`config.mk`:
```
export PLATFORM = sky130hd
export DESIGN_NAME = axi_io_pmp_gate
export DESIGN_NICKNAME = d
export VERILOG_FILES = /design/src/rtl/axi_io_pmp_gate.sv
export SDC_FILE = /design/constraint.sdc
export NUM_CORES = 1
export LEC_CHECK = 0
export ABC_AREA = 1
export CORE_AREA = 10 10 302 304
export CTS_BUF_LIST = sky130_fd_sc_hd__clkbuf_4
export CTS_CLUSTER_SIZE = 14
export DETAILED_ROUTE_END_ITERATION = 8
export DIE_AREA = 0 0 312 314
export GPL_TIMING_DRIVEN = 0
export SYNTH_ARGS = -nofsm -noshare
export SYNTH_HDL_FRONTEND = slang
export SYNTH_SLANG_ARGS = --single-unit
```
`constraint.sdc`:
```
create_clock -name clk_i -period 2.22 [get_ports clk_i]
set_input_delay 0.444 -clock clk_i [delete_from_list [all_inputs] [get_ports clk_i]]
set_output_delay 0.444 -clock clk_i [all_outputs]
set_load 0.03 [all_outputs]
```
`src/rtl/axi_io_pmp_gate.sv`:
```
// rtl/axi_io_pmp_gate.sv - IO-PMP enforcement gate between a DMA-side AXI port and memory
// Denied AW/AR are absorbed locally and answered with in-order error responses.
package axi_io_pmp_gate_pkg;
  typedef struct packed {
    logic [3:0]  id;
    logic [63:0] addr;
    logic [7:0]  len;
    logic [2:0]  size;
    logic [1:0]  burst;
    logic [5:0]  atop;
    logic        user;
  } aw_chan_t;

  typedef struct packed {
    logic [63:0] data;
    logic [7:0]  strb;
    logic        last;
    logic        user;
  } w_chan_t;

  typedef struct packed {
    logic [3:0] id;
    logic [1:0] resp;
    logic       user;
  } b_chan_t;

  typedef struct packed {
    logic [3:0]  id;
    logic [63:0] addr;
    logic [7:0]  len;
    logic [2:0]  size;
    logic [1:0]  burst;
    logic        user;
  } ar_chan_t;

  typedef struct packed {
    logic [3:0]  id;
    logic [63:0] data;
    logic [1:0]  resp;
    logic        last;
    logic        user;
  } r_chan_t;

  typedef struct packed {
    aw_chan_t aw;
    logic     aw_valid;
    w_chan_t  w;
    logic     w_valid;
    logic     b_ready;
    ar_chan_t ar;
    logic     ar_valid;
    logic     r_ready;
  } axi_req_t;

  typedef struct packed {
    logic     aw_ready;
    logic     ar_ready;
    logic     w_ready;
    logic     b_valid;
    b_chan_t  b;
    logic     r_valid;
    r_chan_t  r;
  } axi_rsp_t;
endpackage

module axi_io_pmp_gate #(
  parameter int unsigned ADDR_WIDTH      = 64,
  parameter int unsigned MAX_OUTSTANDING = 8,
  parameter logic [1:0]  ERR_RESP        = 2'b10,
  parameter type         axi_req_t       = axi_io_pmp_gate_pkg::axi_req_t,
  parameter type         axi_rsp_t       = axi_io_pmp_gate_pkg::axi_rsp_t
) (
  input  logic                  clk_i,
  input  logic                  rst_ni,
  input  axi_req_t              slv_req_i,
  output axi_rsp_t              slv_rsp_o,
  output axi_req_t              mst_req_o,
  input  axi_rsp_t              mst_rsp_i,
  output logic [ADDR_WIDTH-1:0] chk_aw_addr_o,
  input  logic                  chk_aw_allow_i,
  output logic [ADDR_WIDTH-1:0] chk_ar_addr_o,
  input  logic                  chk_ar_allow_i,
  output logic                  err_irq_o
);
  localparam int unsigned CW  = $clog2(MAX_OUTSTANDING + 1);
  localparam int unsigned BIW = $bits(mst_rsp_i.b.id);
  localparam int unsigned RIW = $bits(mst_rsp_i.r.id);
  localparam logic [CW-1:0] MAX_CNT = CW'(MAX_OUTSTANDING);

  typedef enum logic [2:0] {W_IDLE, W_FWD, W_DRAIN, W_ERR_WAIT, W_ERR_B} w_state_e;
  typedef enum logic [1:0] {R_IDLE, R_ERR_WAIT, R_ERR} r_state_e;

  w_state_e       w_state_q, w_state_d;
  r_state_e       r_state_q, r_state_d;
  logic [CW-1:0]  wcnt_q, wcnt_d, rcnt_q, rcnt_d;
  logic [7:0]     bcnt_q, bcnt_d;
  logic [BIW-1:0] b_id_q, b_id_d;
  logic [RIW-1:0] r_id_q, r_id_d;

  logic w_idle, r_idle, aw_fwd, aw_deny, ar_fwd, ar_deny;
  logic aw_hs_mst, ar_hs_mst, b_hs_mst, r_last_hs_mst, w_last_hs;

  assign chk_aw_addr_o = slv_req_i.aw.addr;
  assign chk_ar_addr_o = slv_req_i.ar.addr;

  // Channel steering: payloads pass through, handshakes are gated by FSM state.
  always_comb begin
    mst_req_o = slv_req_i;
    slv_rsp_o = mst_rsp_i;

    w_idle  = (w_state_q == W_IDLE);
    r_idle  = (r_state_q == R_IDLE);
    aw_fwd  = rst_ni && w_idle && slv_req_i.aw_valid && chk_aw_allow_i && (wcnt_q < MAX_CNT);
    aw_deny = rst_ni && w_idle && slv_req_i.aw_valid && !chk_aw_allow_i;
    ar_fwd  = rst_ni && r_idle && slv_req_i.ar_valid && chk_ar_allow_i && (rcnt_q < MAX_CNT);
    ar_deny = rst_ni && r_idle && slv_req_i.ar_valid && !chk_ar_allow_i;

    mst_req_o.aw_valid = aw_fwd;
    slv_rsp_o.aw_ready = rst_ni && w_idle &&
                         (chk_aw_allow_i ? ((wcnt_q < MAX_CNT) && mst_rsp_i.aw_ready) : 1'b1);
    mst_req_o.ar_valid = ar_fwd;
    slv_rsp_o.ar_ready = rst_ni && r_idle &&
                         (chk_ar_allow_i ? ((rcnt_q < MAX_CNT) && mst_rsp_i.ar_ready) : 1'b1);

    mst_req_o.w_valid = rst_ni && (w_state_q == W_FWD) && slv_req_i.w_valid;
    slv_rsp_o.w_ready = rst_ni && (((w_state_q == W_FWD) && mst_rsp_i.w_ready) ||
                                   (w_state_q == W_DRAIN));

    if (w_state_q == W_ERR_B) begin
      slv_rsp_o.b_valid = rst_ni;
      slv_rsp_o.b       = '0;
      slv_rsp_o.b.id    = b_id_q;
      slv_rsp_o.b.resp  = ERR_RESP;
      mst_req_o.b_ready = 1'b0;
    end else begin
      slv_rsp_o.b_valid = rst_ni && mst_rsp_i.b_valid;
      mst_req_o.b_ready = rst_ni && slv_req_i.b_ready;
    end

    if (r_state_q == R_ERR) begin
      slv_rsp_o.r_valid = rst_ni;
      slv_rsp_o.r       = '0;
      slv_rsp_o.r.id    = r_id_q;
      slv_rsp_o.r.resp  = ERR_RESP;
      slv_rsp_o.r.last  = (bcnt_q == 8'd0);
      mst_req_o.r_ready = 1'b0;
    end else begin
      slv_rsp_o.r_valid = rst_ni && mst_rsp_i.r_valid;
      mst_req_o.r_ready = rst_ni && slv_req_i.r_ready;
    end

    aw_hs_mst     = aw_fwd && mst_rsp_i.aw_ready;
    ar_hs_mst     = ar_fwd && mst_rsp_i.ar_ready;
    b_hs_mst      = mst_rsp_i.b_valid && mst_req_o.b_ready;
    r_last_hs_mst = mst_rsp_i.r_valid && mst_req_o.r_ready && mst_rsp_i.r.last;
    w_last_hs     = slv_req_i.w_valid && slv_rsp_o.w_ready && slv_req_i.w.last;
    err_irq_o     = aw_deny || ar_deny;
  end

  always_comb begin
    w_state_d = w_state_q;
    r_state_d = r_state_q;
    b_id_d    = b_id_q;
    r_id_d    = r_id_q;
    bcnt_d    = bcnt_q;
    wcnt_d    = wcnt_q + CW'(aw_hs_mst) - CW'(b_hs_mst);
    rcnt_d    = rcnt_q + CW'(ar_hs_mst) - CW'(r_last_hs_mst);

    unique case (w_state_q)
      W_IDLE: begin
        if (aw_hs_mst) begin
          w_state_d = W_FWD;
        end else if (aw_deny) begin
          b_id_d    = slv_req_i.aw.id;
          w_state_d = W_DRAIN;
        end
      end
      W_FWD:      if (w_last_hs) w_state_d = W_IDLE;
      // Skip the wait state when nothing is outstanding so B follows wlast by one cycle.
      W_DRAIN:    if (w_last_hs) w_state_d = (wcnt_q == '0) ? W_ERR_B : W_ERR_WAIT;
      W_ERR_WAIT: if (wcnt_q == '0) w_state_d = W_ERR_B;
      W_ERR_B:    if (slv_req_i.b_ready) w_state_d = W_IDLE;
      default:    w_state_d = W_IDLE;
    endcase

    unique case (r_state_q)
      R_IDLE: begin
        if (ar_deny) begin
          r_id_d    = slv_req_i.ar.id;
          bcnt_d    = slv_req_i.ar.len;
          r_state_d = R_ERR_WAIT;
        end
      end
      R_ERR_WAIT: if (rcnt_q == '0) r_state_d = R_ERR;
      R_ERR: begin
        if (slv_req_i.r_ready) begin
          if (bcnt_q == 8'd0) begin
            r_state_d = R_IDLE;
          end else begin
            bcnt_d = bcnt_q - 8'd1;
          end
        end
      end
      default: r_state_d = R_IDLE;
    endcase
  end

  always_ff @(posedge clk_i) begin
    if (!rst_ni) begin
      w_state_q <= W_IDLE;
      r_state_q <= R_IDLE;
      wcnt_q    <= '0;
      rcnt_q    <= '0;
      bcnt_q    <= '0;
      b_id_q    <= '0;
      r_id_q    <= '0;
    end else begin
      w_state_q <= w_state_d;
      r_state_q <= r_state_d;
      wcnt_q    <= wcnt_d;
      rcnt_q    <= rcnt_d;
      bcnt_q    <= bcnt_d;
      b_id_q    <= b_id_d;
      r_id_q    <= r_id_d;
    end
  end
endmodule

```
======== Word level (Yosys, flattened, before mapping) ========
Cells that the tools add are included.
word-level totals
  register bits ........................... 29
  output and inout bits ................... 462
cells by class
  add/subtract/negate cells ............... 5
  magnitude comparators ................... 2
  equality and inequality tests ........... 16
  multiplexer cells ....................... 25
  bitwise operators ....................... 1
  reduce and logical (&&, ||, !) cells .... 44
operators with widths
  cell                 number
  $mux 72              1
  $logic_and 1x1->1    29
  $mux 8               3
  $mux 3               7
  $pmux 8 s2           1
  $pmux 3 s5           1
  $ne 2x2->1 const B   7
  $add 4x1->4          2
  $logic_not 4->1      2
  $logic_not 8->1      1
  $lt 4x4->1 const B   2
  $mux 2               4
  $reduce_and 4->1     2
  $sub 4x1->4          2
  $sub 8x1->8 const B  1
  $mux 7               1
  $eq 3x2->1 const B   2
  $mux 1               6
  $pmux 2 s3           1
  $reduce_and 5->1     1
  $ne 2x1->1 const B   2
  $eq 3x1->1 const B   1
  $eq 3x3->1 const B   1
  $logic_not 3->1      1
  10 further kinds     12

======== Depth between registers and ports, before layout ========
  depth after elaboration ................. 8
  depth in mapped cells ................... 13

======== Worst setup path before layout ========
No wires, ideal clock.
  path kind ............................... register to register
  from .................................... reg r_state_q[1]
  to ...................................... reg rcnt_q[2]
  library setup time ...................... 0.128 ns
  arrival time ............................ 2.253 ns
  required time ........................... 2.092 ns
  setup slack ............................. -0.161 ns
  stages on the path, launching flop included .. 14
  cell sequence ........................... dfxtp_1 > inv_1 > nor2_2 > buf_2 > nor2_1 > nand2_1 > nor2_1 > ha_1 > inv_1 > ha_1 > inv_1 > fa_1 > xor2_1 > nor2_1
RTL lines
  what                    line  source
  from (decl)             94    r_state_e r_state_q, r_state_d;
  from (signal assigned)  219   r_state_q <= r_state_d;
  to (signal assigned)    221   rcnt_q <= rcnt_d;
  to (decl)               95    logic [CW-1:0] wcnt_q, wcnt_d, rcnt_q, rcnt_d;

======== Worst setup path in the final report ========
  from .................................... reg r_state_q[0]
  to ...................................... reg rcnt_q[1]
between the ends
  word-level cells in the longest chain between the ends .. 8
  elaborated cells on any way between the ends .. 12
  those cells by class .................... add/sub: 2; eq/ne: 1; mux: 1; reduce/logical: 8
ends and longest elaborated chain
  what                            line  source
  $logic_not 2->1                 112   r_idle = (r_state_q == R_IDLE);
  $logic_and 1x1->1 (4 in a row)  115   ar_fwd = rst_ni && r_idle && slv_req_i.ar_valid && chk_ar_allow_i && (rcnt_q < MAX_CNT);
  via ar_fwd                      100   logic w_idle, r_idle, aw_fwd, aw_deny, ar_fwd, ar_deny;
  $logic_and 1x1->1               153   ar_hs_mst = ar_fwd && mst_rsp_i.ar_ready;
  $add 4x1->4                     167   rcnt_d = rcnt_q + CW'(ar_hs_mst) - CW'(r_last_hs_mst);
  $sub 4x1->4                     167
The timed path passes the listed nets, and every way through them passes these cells.
A chain may end at the register's enable or synchronous reset.

==> results.toml <==
[run_status]
outcome = "finished, final reports clean"

[synth]
muxShareOfSynthArea_pct = 0.3727
synth_top_family_by_area = "buffers and inverters"
synth_xor_xnor_area_share_pct = 0.6522
syn_area_um2 = 5371
synthSimpleGateAreaFrac_pct = 17.70
syn_nets = 1177
ys_seq_elements = 29
synth-compound-area-share_pct = 4.938
yosys_warnings = 0
yosysSeqAreaShare_pct = 10.81
syn_inst = 826
synth_cell_types = 34
avgSynthCellArea_um2 = 6.503
synth_fa_ha_area_share_pct = 3.541

[floorplan]
initial_utilization_pct = 6.328
coreArea_um2 = 84880
die_h_um = 314
io_pins = 799
die_w_um = 312
die-area_um2 = 97970
std_cell_rows = 107

[clock_network]
clk_latency_ns = 0.41
cts_root_buffer = "clkbuf_4"
hold_buffers = 0
cts_tree = "built"
clk_path_buf_depth = 2
cts_buffers = 5
cts_htree_levels = 2
clk_transition_reported_paths_ns = 0.14
cts.sinks = 29

[pwr]
swShare_pct = 50.00
power.total_mw = 4.657
intPower_mw = 2.329
vdd_drop_max_mv = 0.3439
combPwrFrac_pct = 77.3
p_leak_nw = 5.779
power_frac_seq_pct = 14.4
p_sw_mw = 2.329
clock_power_share_pct = 8.3
power_density_nw_per_um2 = 369.9

[drt]
drc = 0
drtIter0Drc = 209
drt-pass1-iter-count = 4
via_count = 6925
wl_per_cell_um = 23.50
drtAntennaViolNets = 0
viasPerCell = 2.703
finalWirelength_um = 60210

[setup_path]
crit_start = "r_state_q[0]$_SDFFE_PN0P_"
crit_arrival_ns = 2.48
cp-end-kind = "register"
slowest_delay_ns = 0.51
start_kind = "register"
r2r-start = "r_state_q[0]$_SDFFE_PN0P_"
worst_path_most_repeated_cell = "inv_1"
crit_type = "reg2reg"
cp_cell_sequence = "inv_1 -> nand2_2 -> inv_2 -> nand3_2 -> nor3_2 -> nand2_1 -> ha_1 -> inv_1 -> ha_2 -> inv_1 -> fa_2 -> nor2_1"
cp_num_buf_inv = 4
cp.depth = 12
critPathRequiredTime_ns = 2.51
critPathMaxFanout = 3
rr_worst_depth = 12
cp_slowest_cell = "fa_2"
crit_family = "adder cells"

[min_path]
hold_class = "reg2reg"
hold_start = "r_id_q[3]$_SDFFE_PN0P_"
hold_depth = 2

[global_routing]
grt_use_total_pct = 11.40
first_global_vias = 7081
grt_max_degree = 11
grt-ovfl-total = 0
grt_pass1_wl_um = 73840
antenna_found_initial = 50

[sta]
rsz0062_at_grt = "true"
slew_violations = 0
whs_ns = 0.4706
fin_ws_ns = 0.03141
fmax_ghz = 0.4569
hold_viol_final = 0
fin_crit_ns = 2.189
relSlewSlack_pct = 63.58
min_period_over_period_pct = 98.58
fin_skew_ns = 0.02452
setup_viol = 0
tns_ns = 0
tightest_slew_ns = 0.5446

[final_layout]
utilization_pct = 14.84
area_growth_pct = 134.4
drive_gt1_share_pct = 38.05
nFillCells = 9825
final_common_cell = "clkdlybuf4s50_1"
nets = 1764
final_cell_mix = "clkdlybuf4s50_1, buf_4, nor2_1"

[place]
io_buffers = 571
dp_hpwl_um = 57540
gp_congestion = 0.8279
dp_slack_ns = -1.043

[job]
cap_violations = 0
## routing by layer
metal  vias to the layer above  track usage, %  share of wire, %
met5                         -               0              0.33
li1                       3271               -                 -
met4                        32           1.316               1.0
met2                       494           17.34                43
met1                      3058           13.69                41
met3                        70           7.350                14
## flip-flops by register name (all words and copies together), names as in the netlist
signal     count
b_id_q         4
bcnt_q         8
r_id_q         4
r_state_q      2
rcnt_q         4
w_state_q      3
wcnt_q         4
## final timing paths
| kind | slack (ns) | endpoint |
|---|---|---|
| setup / recovery | 0.03 | rcnt_q[1]$_SDFF_PN0_ |
| setup reg to reg | 0.03 | rcnt_q[1]$_SDFF_PN0_ |
| hold reg to reg | 0.47 | r_id_q[3]$_SDFFE_PN0P_ |
| hold / removal | 0.47 | r_id_q[3]$_SDFFE_PN0P_ |
## cells in the mapped netlist (all sizes together)
cell / n / area, um^2
nor2: 119 / 476.7
ha: 12 / 150.1
xnor2: 1 / 8.760
fa: 2 / 40.04
a31oi: 4 / 25.02
inv: 115 / 434.2
clkbuf: 3 / 22.51
o211ai: 1 / 7.510
a21oi: 22 / 117.6
buf: 385 / 2869
or2: 2 / 12.51
nor3: 4 / 20.02
o21ai: 23 / 115.1
clkinv: 1 / 3.750
nand4: 5 / 37.53
dfxtp: 29 / 580.6
nand3: 18 / 105.1
nor4: 1 / 6.260
mux2i: 2 / 20.02
xor2: 3 / 26.28
nand2: 74 / 292.8
## layout make-up
class	instances	area (um^2)	area share, %
well taps	1144	1431	11.37
inverters	116	455.4	3.617
clock buffers	5	37.54	0.2981
plain buffers	388	2947	23.40
clock inverters	3	17.52	0.1391
diodes	4	10.01	0.07949
multi-input cells	293	1551	12.32
flip-flops and latches	29	590.6	4.690
repair buffers	580	5552	44.09
## kinds of logic (layout without fill, tap and decap cells)
group | count (synthesis) | in the layout
other | 0 | 4
flip-flops | 29 | 29
adder cells (fa/ha/maj) | 14 | 14
buffers and inverters | 504 | 1092
AND/OR/NAND/NOR | 223 | 223
XOR/XNOR | 4 | 4
multiplexers | 2 | 2
AO/OA/AOI/OAI | 50 | 50
## worst reg2reg max path: stages, from the launching register on
cell and delay [ns]:
dfxtp_4 0.38, inv_1 0.07, nand2_2 0.07, inv_2 0.07
nand3_2 0.06, nor3_2 0.19, nand2_1 0.09, ha_1 0.30
inv_1 0.06, ha_2 0.17, inv_1 0.05, fa_2 0.51
nor2_1 0.04
## power by group through the flow
stage | Clock, mW | Sequential [mW] | Combinational, mW
2_1_floorplan | 0 | 0.660 | 2.18
3_3_place_gp | 0 | 0.673 | 3.63
3_5_place_dp | 0 | 0.674 | 3.65
4_1_cts | 0.423 | 0.671 | 3.63
5_1_grt | 0.431 | 0.683 | 3.84
6_report | 0.387 | 0.672 | 3.60
## stage by stage
step,cells,cell area (um^2)
after CTS,2550,12630
final,2562,12590
after detailed placement,2541,12520
after global placement,2541,12520
after floorplan,826,5374
after global routing,2558,12580
## repair_timing
action,in CTS,in global routing
pin swaps,2,8
hold endpoints to repair,0,0
gates resized for setup,321,98
endpoints found under the setup margin,104,48
buffers inserted,1,8
No activity file was read; power rests on OpenSTA's default activity.
